--- src/rtl/fpu_pkg.sv ---
// Shared single-precision FPU constants and small helpers used by the
// issue/result pipeline and its FIFO.
package fpu_pkg;

  localparam logic FOP_ADD = 1'b0;
  localparam logic FOP_SUB = 1'b1;

  localparam int unsigned FP_EXP_W    = 8;
  localparam int unsigned FP_MAN_W    = 23;
  localparam int unsigned FP_W        = 1 + FP_EXP_W + FP_MAN_W;
  localparam int unsigned FP_SIGN_BIT = 31;

  localparam logic [FP_W-1:0] FP_ONE = 32'h3F80_0000;

  // FSUB is folded into rs2 as a pure sign flip so NaN payloads pass untouched.
  function automatic logic [FP_W-1:0] fp_apply_op(input logic op,
                                                  input logic [FP_W-1:0] x);
    logic [FP_W-1:0] r;
    r = x;
    r[FP_SIGN_BIT] = x[FP_SIGN_BIT] ^ (op == FOP_SUB);
    return r;
  endfunction

endpackage

--- src/rtl/fpu_sync_fifo.sv ---
// Small synchronous FIFO with async reset and synchronous flush; pointers wrap
// modulo DEPTH, which must be a power of two.
module fpu_sync_fifo #(
  parameter int unsigned WIDTH = 70,
  parameter int unsigned DEPTH = 2
) (
  input  logic                       clk,
  input  logic                       rst,
  input  logic                       flush,
  input  logic                       push,
  input  logic [WIDTH-1:0]           push_data,
  input  logic                       pop,
  output logic [WIDTH-1:0]           pop_data,
  output logic [$clog2(DEPTH+1)-1:0] count,
  output logic                       full,
  output logic                       empty
);

  localparam int unsigned AW = $clog2(DEPTH);
  localparam int unsigned CW = $clog2(DEPTH + 1);

  logic [WIDTH-1:0] mem [DEPTH];
  logic [AW-1:0]    wr_ptr;
  logic [AW-1:0]    rd_ptr;
  logic             do_push;
  logic             do_pop;

  assign full     = (count == CW'(DEPTH));
  assign empty    = (count == '0);
  assign do_push  = push & ~full & ~flush;
  assign do_pop   = pop & ~empty & ~flush;
  assign pop_data = mem[rd_ptr];

  always_ff @(posedge clk or posedge rst) begin
    if (rst) begin
      wr_ptr <= '0;
      rd_ptr <= '0;
      count  <= '0;
    end else if (flush) begin
      wr_ptr <= '0;
      rd_ptr <= '0;
      count  <= '0;
    end else begin
      if (do_push) wr_ptr <= wr_ptr + 1'b1;
      if (do_pop)  rd_ptr <= rd_ptr + 1'b1;
      case ({do_push, do_pop})
        2'b10:   count <= count + 1'b1;
        2'b01:   count <= count - 1'b1;
        default: count <= count;
      endcase
    end
  end

  // Storage carries no reset; validity is tracked entirely by count.
  always_ff @(posedge clk) begin
    if (do_push) mem[wr_ptr] <= push_data;
  end

endmodule

--- src/rtl/fadd_issue_pipe.sv ---
// FADD/FSUB issue and result pipeline around the external combinational adder:
// input FIFO -> issue register S0 -> LAT result stages -> backpressured output.
module fadd_issue_pipe
  import fpu_pkg::*;
#(
  parameter int unsigned TAG_W = 6,
  parameter int unsigned DEPTH = 2,
  parameter int unsigned LAT   = 1
) (
  input  logic             clk,
  input  logic             rst,
  input  logic             flush,
  input  logic             in_valid,
  output logic             in_ready,
  input  logic             in_op,
  input  logic [31:0]      in_rs1,
  input  logic [31:0]      in_rs2,
  input  logic [TAG_W-1:0] in_tag,
  output logic [31:0]      core_x1,
  output logic [31:0]      core_x2,
  input  logic [31:0]      core_y,
  output logic             out_valid,
  input  logic             out_ready,
  output logic [31:0]      out_data,
  output logic [TAG_W-1:0] out_tag,
  output logic             busy
);

  localparam int unsigned ENTRY_W = 2 * FP_W + TAG_W;
  localparam int unsigned CW      = $clog2(DEPTH + 1);

  logic               advance;
  logic               fifo_push;
  logic               fifo_pop;
  logic               fifo_full;
  logic               fifo_empty;
  logic [CW-1:0]      fifo_count;
  logic [ENTRY_W-1:0] fifo_wdata;
  logic [ENTRY_W-1:0] fifo_rdata;

  logic               s0_valid;
  logic [FP_W-1:0]    s0_x1;
  logic [FP_W-1:0]    s0_x2;
  logic [TAG_W-1:0]   s0_tag;

  logic               src_valid;
  logic [FP_W-1:0]    src_data;
  logic [TAG_W-1:0]   src_tag;
  logic               pipe_busy;

  assign advance    = ~out_valid | out_ready;
  assign in_ready   = ~fifo_full & ~flush;
  assign fifo_push  = in_valid & in_ready;
  assign fifo_pop   = advance & ~fifo_empty & ~flush;
  assign fifo_wdata = {in_rs1, fp_apply_op(in_op, in_rs2), in_tag};

  fpu_sync_fifo #(
    .WIDTH (ENTRY_W),
    .DEPTH (DEPTH)
  ) u_fifo (
    .clk       (clk),
    .rst       (rst),
    .flush     (flush),
    .push      (fifo_push),
    .push_data (fifo_wdata),
    .pop       (fifo_pop),
    .pop_data  (fifo_rdata),
    .count     (fifo_count),
    .full      (fifo_full),
    .empty     (fifo_empty)
  );

  always_ff @(posedge clk or posedge rst) begin
    if (rst) begin
      s0_valid <= 1'b0;
      s0_x1    <= '0;
      s0_x2    <= '0;
      s0_tag   <= '0;
    end else if (flush) begin
      s0_valid <= 1'b0;
    end else if (advance) begin
      s0_valid <= ~fifo_empty;
      if (!fifo_empty) {s0_x1, s0_x2, s0_tag} <= fifo_rdata;
    end
  end

  assign core_x1 = s0_valid ? s0_x1 : '0;
  assign core_x2 = s0_valid ? s0_x2 : '0;

  generate
    if (LAT == 0) begin : g_no_pipe
      assign src_valid = s0_valid;
      assign src_data  = core_y;
      assign src_tag   = s0_tag;
      assign pipe_busy = 1'b0;
    end else begin : g_pipe
      logic [LAT-1:0]   p_valid;
      logic [FP_W-1:0]  p_data [LAT];
      logic [TAG_W-1:0] p_tag  [LAT];

      // Stages shift in lockstep with S0; bubbles are carried, never collapsed.
      always_ff @(posedge clk or posedge rst) begin
        if (rst) begin
          p_valid <= '0;
          for (int unsigned i = 0; i < LAT; i++) begin
            p_data[i] <= '0;
            p_tag[i]  <= '0;
          end
        end else if (flush) begin
          p_valid <= '0;
        end else if (advance) begin
          p_valid[0] <= s0_valid;
          p_data[0]  <= core_y;
          p_tag[0]   <= s0_tag;
          for (int unsigned i = 1; i < LAT; i++) begin
            p_valid[i] <= p_valid[i-1];
            p_data[i]  <= p_data[i-1];
            p_tag[i]   <= p_tag[i-1];
          end
        end
      end

      assign src_valid = p_valid[LAT-1];
      assign src_data  = p_data[LAT-1];
      assign src_tag   = p_tag[LAT-1];
      assign pipe_busy = |p_valid;
    end
  endgenerate

  // A flush drops whatever would have entered the output register this edge,
  // but a result already sitting there is still handed off normally.
  always_ff @(posedge clk or posedge rst) begin
    if (rst) begin
      out_valid <= 1'b0;
      out_data  <= '0;
      out_tag   <= '0;
    end else if (advance) begin
      out_valid <= src_valid & ~flush;
      if (src_valid && !flush) begin
        out_data <= src_data;
        out_tag  <= src_tag;
      end
    end
  end

  assign busy = (fifo_count != '0) | s0_valid | pipe_busy | out_valid;

endmodule
--- config.mk ---
export PLATFORM = sky130hd
export DESIGN_NAME = fadd_issue_pipe
export DESIGN_NICKNAME = d
export VERILOG_FILES = /design/src/rtl/fpu_pkg.sv /design/src/rtl/fpu_sync_fifo.sv /design/src/rtl/fadd_issue_pipe.sv
export SDC_FILE = /design/constraint.sdc
export NUM_CORES = 1
export LEC_CHECK = 0
export CORE_UTILIZATION = 30
export CTS_CLUSTER_SIZE = 25
export DETAILED_ROUTE_END_ITERATION = 8
export PLACE_DENSITY = 0.62
export SLEW_MARGIN = 20
export SYNTH_ARGS = -nofsm -noshare
export SYNTH_HDL_FRONTEND = slang
export SYNTH_SLANG_ARGS = --single-unit
--- constraint.sdc ---
create_clock -name clk -period 9.36 [get_ports clk]
set_clock_uncertainty 0.15 [all_clocks]
set_input_delay 1.872 -clock clk [delete_from_list [all_inputs] [get_ports clk]]
set_output_delay 1.872 -clock clk [all_outputs]
set_load 0.03 [all_outputs]
==> flow_summary.json, run 1 <==
{
  "final_antenna_net_count": 0,
  "clock_latency_ns": 0.51,
  "die_width_um": 196,
  "drc": 0,
  "first_global_vias": 6570,
  "cts.sinks": 293,
  "groute.usage.overall_pct": 12.9,
  "grt_pass1_wl_um": 38100,
  "crit-reg2reg-capture": "u_fifo.mem[1][57]$_DFFE_PP_",
  "drt-wirelength-per-cell_um": 17.8,
  "synth_most_common_cell": "mux2_2",
  "fin_crit_sh_pct": 59.8,
  "drt-initial-drc-count": 198,
  "hold_path.startpoint": "s0_x2[1]$_DFFE_PP0P_",
  "start_util_pct": 30.7,
  "synth_top_area_share_pct": 37.3,
  "clk_transition_reported_paths_ns": 0.06,
  "synth-warning-count": 0,
  "grt_setup_unrepaired": "false",
  "cap_violations": 0,
  "htree_num_levels": 2,
  "numCtsBuffers": 34,
  "synth.avg_cell_area_um2": 17.6,
  "std_cell_rows": 70,
  "clock_tree.buffer_depth": 3,
  "cts.hold.buffers_added": 0,
  "pwr_density_cell_nw_per_um2": 238,
  "drt-pass1-iter-count": 4,
  "finalWirelength_um": 24200,
  "finalWeightedCongestion": 0.701,
  "hold_path_class": "register to register",
  "overflow": 0,
  "crit_path_end_kind": "output port",
  "final.hold.worst_slack_ns": 0.326,
  "synth_enable_flop_cells": 140,
  "synthesis.instances": 641,
  "async_reset_ff_share_pct": 52.2,
  "fp.dieArea_um2": 38400,
  "synth_seq_area_share_pct": 71.2,
  "area_growth_pct": 33.3,
  "setup.worst_path.class": "primary input to output port",
  "synth.ff_latch_count": 293,
  "via_count": 6081,
  "post-cts-setup-buffers": 0,
  "avgViaCountPerCell": 4.47,
  "post_synth_most_frequent_cells": "mux2_2, dfrtp_1, edfxtp_1",
  "io_buffers": 212,
  "antenna_cells_inserted": 0,
  "setup_tns_ns": 0,
  "synth_top_cells_by_area": "edfxtp_1, dfrtp_1, mux2_2, and2_1, mux2_1",
  "post_cts_resize_count": 0,
  "worstHoldEndpoint": "s0_x2[1]$_DFFE_PP0P_",
  "layout.nets": 975,
  "outcome": "finished, final reports clean",
  "final_layout_size_suffix_gt1_share_pct": 28.7,
  "worstReg2RegStart": "u_fifo.count[1]$_DFFE_PP0P_",
  "start_kind": "primary input",
  "final.fill_count": 3374,
  "antenna_violations_before_repair": 0,
  "worst_hold_path.num_cells": 1,
  "boundaryPins": 213,
  "dp.final_hpwl_um": 14500,
  "leakage_power_figure_uw": 0.00561,
  "finalSetupViolations": 0,
  "netlist.top_cell.by_area": "edfxtp_1",
  "timing.final.crit_period_ns": 5.60,
  "rr_worst_depth": 4,
  "tritoncts_clock_tree": "done",
  "postSynthNetCount": 749,
  "grt_max_degree": 95,
  "chipHeight_um": 196,
  "regToRegSetupSlack_ns": 6.80,
  "fmax_ghz": 0.179,
  "maxSlewViolCount": 0,
  "worst-endpoint-arrival_ns": 3.57,
  "clockRootBuffer": "clkbuf_16",
  "cp_max_fo": 10,
  "core_area_um2": 36800,
  "ys.flop_type": "dfrtp_1",
  "maxSlewHeadroom_pct": 38.1,
  "worst_pin_slew_ns": 0.929,
  "syn_area_um2": 11300,
  "worst-endpoint-required_ns": 7.34,
  "worst_vdd_drop_v": 0.000106,
  "hold_viol": 0,
  "synth.distinct_cells": 28
}
-- per-layer routing --
metal | vias to the layer above | track usage, % | wire, um
met5 | - | 0 | 0
met4 | 0 | 4.34 | 505
met3 | 34 | 3.09 | 1210
met2 | 149 | 21.3 | 11700
met1 | 3115 | 16.6 | 10800
li1 | 2783 | - | -
-- worst max-delay path by stage --
stage                     startpoint                    endpoint  cells after the start
after floorplan                flush  u_fifo.mem[0][0]$_DFFE_PP_                      2
after global placement         flush                    in_ready                      3
after detailed placement       flush                    in_ready                      3
after CTS                      flush                    in_ready                      3
after global routing           flush                    in_ready                      3
final                          flush                    in_ready                      3
-- sequential cells by signal, summed over array words and instances (netlist names) --
register	flops
s0_x1	32
g_pipe.p_valid	1
s0_tag	6
s0_x2	32
u_fifo.count	2
g_pipe.p_tag	6
u_fifo.mem	140
out_tag	6
u_fifo.wr_ptr	1
u_fifo.rd_ptr	1
out_data	32
s0_valid	1
out_valid	1
g_pipe.p_data	32
-- placed cells by master, fill, tap and decap left out, types with 3 or more instances in the layout --
master,netlist,layout
clkbuf_16,0,37
clkinv_1,0,3
nand2_1,3,3
clkdlybuf4s50_1,0,212
dfrtp_1,153,151
edfxtp_1,140,140
mux2_1,28,28
o21ai_0,3,3
clkbuf_1,14,10
mux2_2,188,188
clkbuf_8,0,4
buf_4,3,9
clkinv_2,0,4
and2_1,64,64
a21oi_1,7,7
-- where the power goes --
part	internal [uW]	switching, uW	total, uW
sequential	1540	84.8	1620
combinational	330	322	652
clock	806	503	1310
total	2670	909	3580
-- cell families after synthesis --
kind of cell	count (synthesis)	synth area share, %
flip-flops	293	71.2
AND/OR/NAND/NOR	84	4.67
buffers and inverters	35	1.87
XOR/XNOR	1	0.0777
multiplexers	216	21.6
AO/OA/AOI/OAI	12	0.588
-- critical path: stages --
cell and delay [ns]:
clkdlybuf4s50_1 0.70, nor2_1 0.29, clkdlybuf4s50_1 0.71
-- layout make-up --
| class | count | area, um^2 | area share (%) |
|---|---|---|---|
| flip-flops and latches | 293 | 8040 | 53.5 |
| multi-input cells | 313 | 3060 | 20.4 |
| repair buffers | 222 | 2210 | 14.7 |
| clock buffers | 51 | 1020 | 6.78 |
| well taps | 468 | 586 | 3.90 |
| clock inverters | 10 | 98.8 | 0.658 |
| inverters | 3 | 16.3 | 0.108 |
-- per-stage QoR --
| stage | cells | power [uW] | util (%) | cell area, um^2 | worst slack [ns] |
|---|---|---|---|---|---|
| 2_1_floorplan | 641 | 2020 | - | 11300 | 2.72 |
| 3_3_place_gp | 1298 | 2300 | 37.8 | 13900 | 3.77 |
| 3_5_place_dp | 1298 | 2310 | 37.8 | 13900 | 3.77 |
| 4_1_cts | 1359 | 3650 | 40.8 | 15000 | 3.76 |
| 5_1_grt | 1360 | 3750 | 40.9 | 15000 | 3.67 |
| 6_report | 1360 | 3580 | 40.9 | 15000 | 3.76 |
Note: power is estimated with default switching activity, not from simulation.
==> run 2: changes to the inputs <==
- PLACE_DENSITY: 0.62 -> 0.64
- clock period: 9.36 -> 4.5 ns (I/O delays scaled with it)
==> run 2 against run 1 <==
Against the previous run: clock power rose by 110%; die area did not move; total power rose by 110%; combinational power rose by 110%; first-iteration DRC count fell by 15%; clock-buffer cell count fell by 4; critical path type unchanged; register-to-register slack got worse by 4.7 ns; critical endpoint unchanged.
==> flow_summary.json, run 2 (synthesis gave the netlist of run 1 again) <==
{
  "design_power_uw": 7470,
  "numCtsBuffers": 34,
  "layout.nets": 980,
  "final_cell_mix": "clkdlybuf4s50_1, mux2_2, dfrtp_1, edfxtp_1, and2_1",
  "grt_pass1_wl_um": 38000,
  "std_cell_rows": 70,
  "drc": 0,
  "cp_max_fo": 10,
  "via_count": 6081,
  "chipHeight_um": 196,
  "groute.usage.overall_pct": 12.9,
  "core_area_um2": 36800,
  "cts.sinks": 293,
  "crit_path_end_kind": "output port",
  "share_comb_of_total_power_pct": 18.2,
  "ordered_list_of_cells_on_the_worst_path": "clkdlybuf4s50_1, buf_4, nor2_1, clkdlybuf4s50_1",
  "drt-initial-drc-count": 169,
  "outcome": "finished, final reports clean",
  "p_switching_uw": 1900,
  "final_layout_size_suffix_gt1_share_pct": 28.8,
  "worst-endpoint-arrival_ns": 2.34,
  "cap_violations": 0,
  "finalWirelength_um": 24100,
  "final_antenna_net_count": 0,
  "start_kind": "primary input",
  "worst-endpoint-required_ns": 3.45,
  "clock_power_share_pct": 36.5,
  "dp.cells": 1304,
  "pwr_density_cell_nw_per_um2": 494,
  "most_common_cell_type_on_the_critical_path": "clkdlybuf4s50_1",
  "clockRootBuffer": "clkbuf_16",
  "start_util_pct": 30.7,
  "area_growth_pct": 34.3,
  "switching_share_pct": 25.4,
  "die_width_um": 196,
  "antenna_cells_inserted": 0,
  "setup.worst_path.class": "primary input to output port",
  "place_area_um2": 14000,
  "worst_pin_slew_ns": 0.958,
  "fp.dieArea_um2": 38400,
  "first_global_vias": 6624,
  "hold_path_class": "register to register",
  "clock_tree.buffer_depth": 3,
  "largest_register_ff_count": 140,
  "register_with_the_most_flip_flops": "u_fifo.mem",
  "delay_of_the_slowest_cell_on_the_worst_path_ns": 0.70,
  "worst_vdd_drop_v": 0.000256,
  "setup_tns_ns": 0,
  "post-cts-setup-buffers": 0,
  "share_seq_of_total_power_pct": 45.3,
  "hold_viol": 0,
  "avgViaCountPerCell": 4.45,
  "finalWeightedCongestion": 0.672,
  "dp.final_hpwl_um": 15200,
  "fmax_ghz": 0.295,
  "maxSlewViolCount": 0,
  "drt-wirelength-per-cell_um": 17.7,
  "clock_latency_ns": 0.50,
  "fin_area_um2": 15100,
  "overflow": 0,
  "cp_slowest_cell": "clkdlybuf4s50_1",
  "grt_max_degree": 63,
  "leakage_power_figure_uw": 0.00564,
  "drt-pass1-iter-count": 4,
  "htree_num_levels": 2,
  "timing.final.crit_period_ns": 3.39,
  "antenna_violations_before_repair": 1,
  "cts.hold.buffers_added": 0,
  "io_buffers": 212,
  "finalSetupViolations": 0,
  "fin_crit_sh_pct": 75.2,
  "grt_setup_unrepaired": "false",
  "maxSlewHeadroom_pct": 35.9,
  "boundaryPins": 213,
  "layout.cells.most_common": "clkdlybuf4s50_1",
  "internal_power_uw": 5580,
  "post_cts_resize_count": 0,
  "post_layout_nonfiller_instances": 1365,
  "tritoncts_clock_tree": "done",
  "clk_transition_reported_paths_ns": 0.05
}
-- run 2: worst paths after layout --
path | from | to | slack [ns] | cells past startpoint
max in group asynchronous | rst | u_fifo.rd_ptr$_DFFE_PP0P_ | 2.71 | 3
hold / removal | s0_x1[18]$_DFFE_PP0P_ | s0_x1[18]$_DFFE_PP0P_ | 0.33 | 1
setup reg to reg | out_valid$_DFFE_PP0N_ | s0_x1[7]$_DFFE_PP0P_ | 2.06 | 4
setup / recovery | flush | in_ready | 1.11 | 4
min in group asynchronous | rst | out_data[10]$_DFFE_PP0P_ | 0.73 | 2
hold reg to reg | s0_x1[18]$_DFFE_PP0P_ | s0_x1[18]$_DFFE_PP0P_ | 0.33 | 1
-- run 2: final cells by class --
type,instances,area [um^2]
Clock inverter,14,176
Clock buffer,47,931
Sequential cell,293,8040
Multi-Input combinational cell,313,3060
Fill cell,3357,21600
Timing Repair Buffer,227,2330
Tap cell,468,586
Inverter,3,15.0
-- run 2: metal layers --
layer / global-route usage (%) / wire, um / part of all wire [%] / vias to the layer above
li1: - / - / - / 2801
met1: 16.5 / 10700 / 44 / 3091
met2: 21.5 / 11700 / 48 / 148
met3: 3.18 / 1260 / 5.2 / 39
met4: 3.99 / 496 / 2.1 / 2
met5: 0 / 16 / 0.066 / -
-- run 2: power by group through the flow --
stage | clock [uW] | sequential [uW] | combinational (uW)
floorplan | 0 | 3630 | 569
global placement | 0 | 3430 | 1370
global route | 2930 | 3440 | 1450
CTS | 2830 | 3390 | 1390
finish | 2730 | 3380 | 1360
detailed placement | 0 | 3440 | 1390
-- run 2: critical path, delay by kind of cell --
kind,cells,cell delay [ns]
simple gates,1,0.15
buf+inv,3,1.28
-- run 2: metrics by stage --
step,util (%),setup WS (ns),hold WS [ns]
final,41.2,1.11,0.325
after global routing,41.2,0.961,0.349
after floorplan,-,0.486,0.300
after global placement,38.2,1.10,0.309
after detailed placement,38.2,1.12,0.317
after CTS,41.2,1.02,0.330
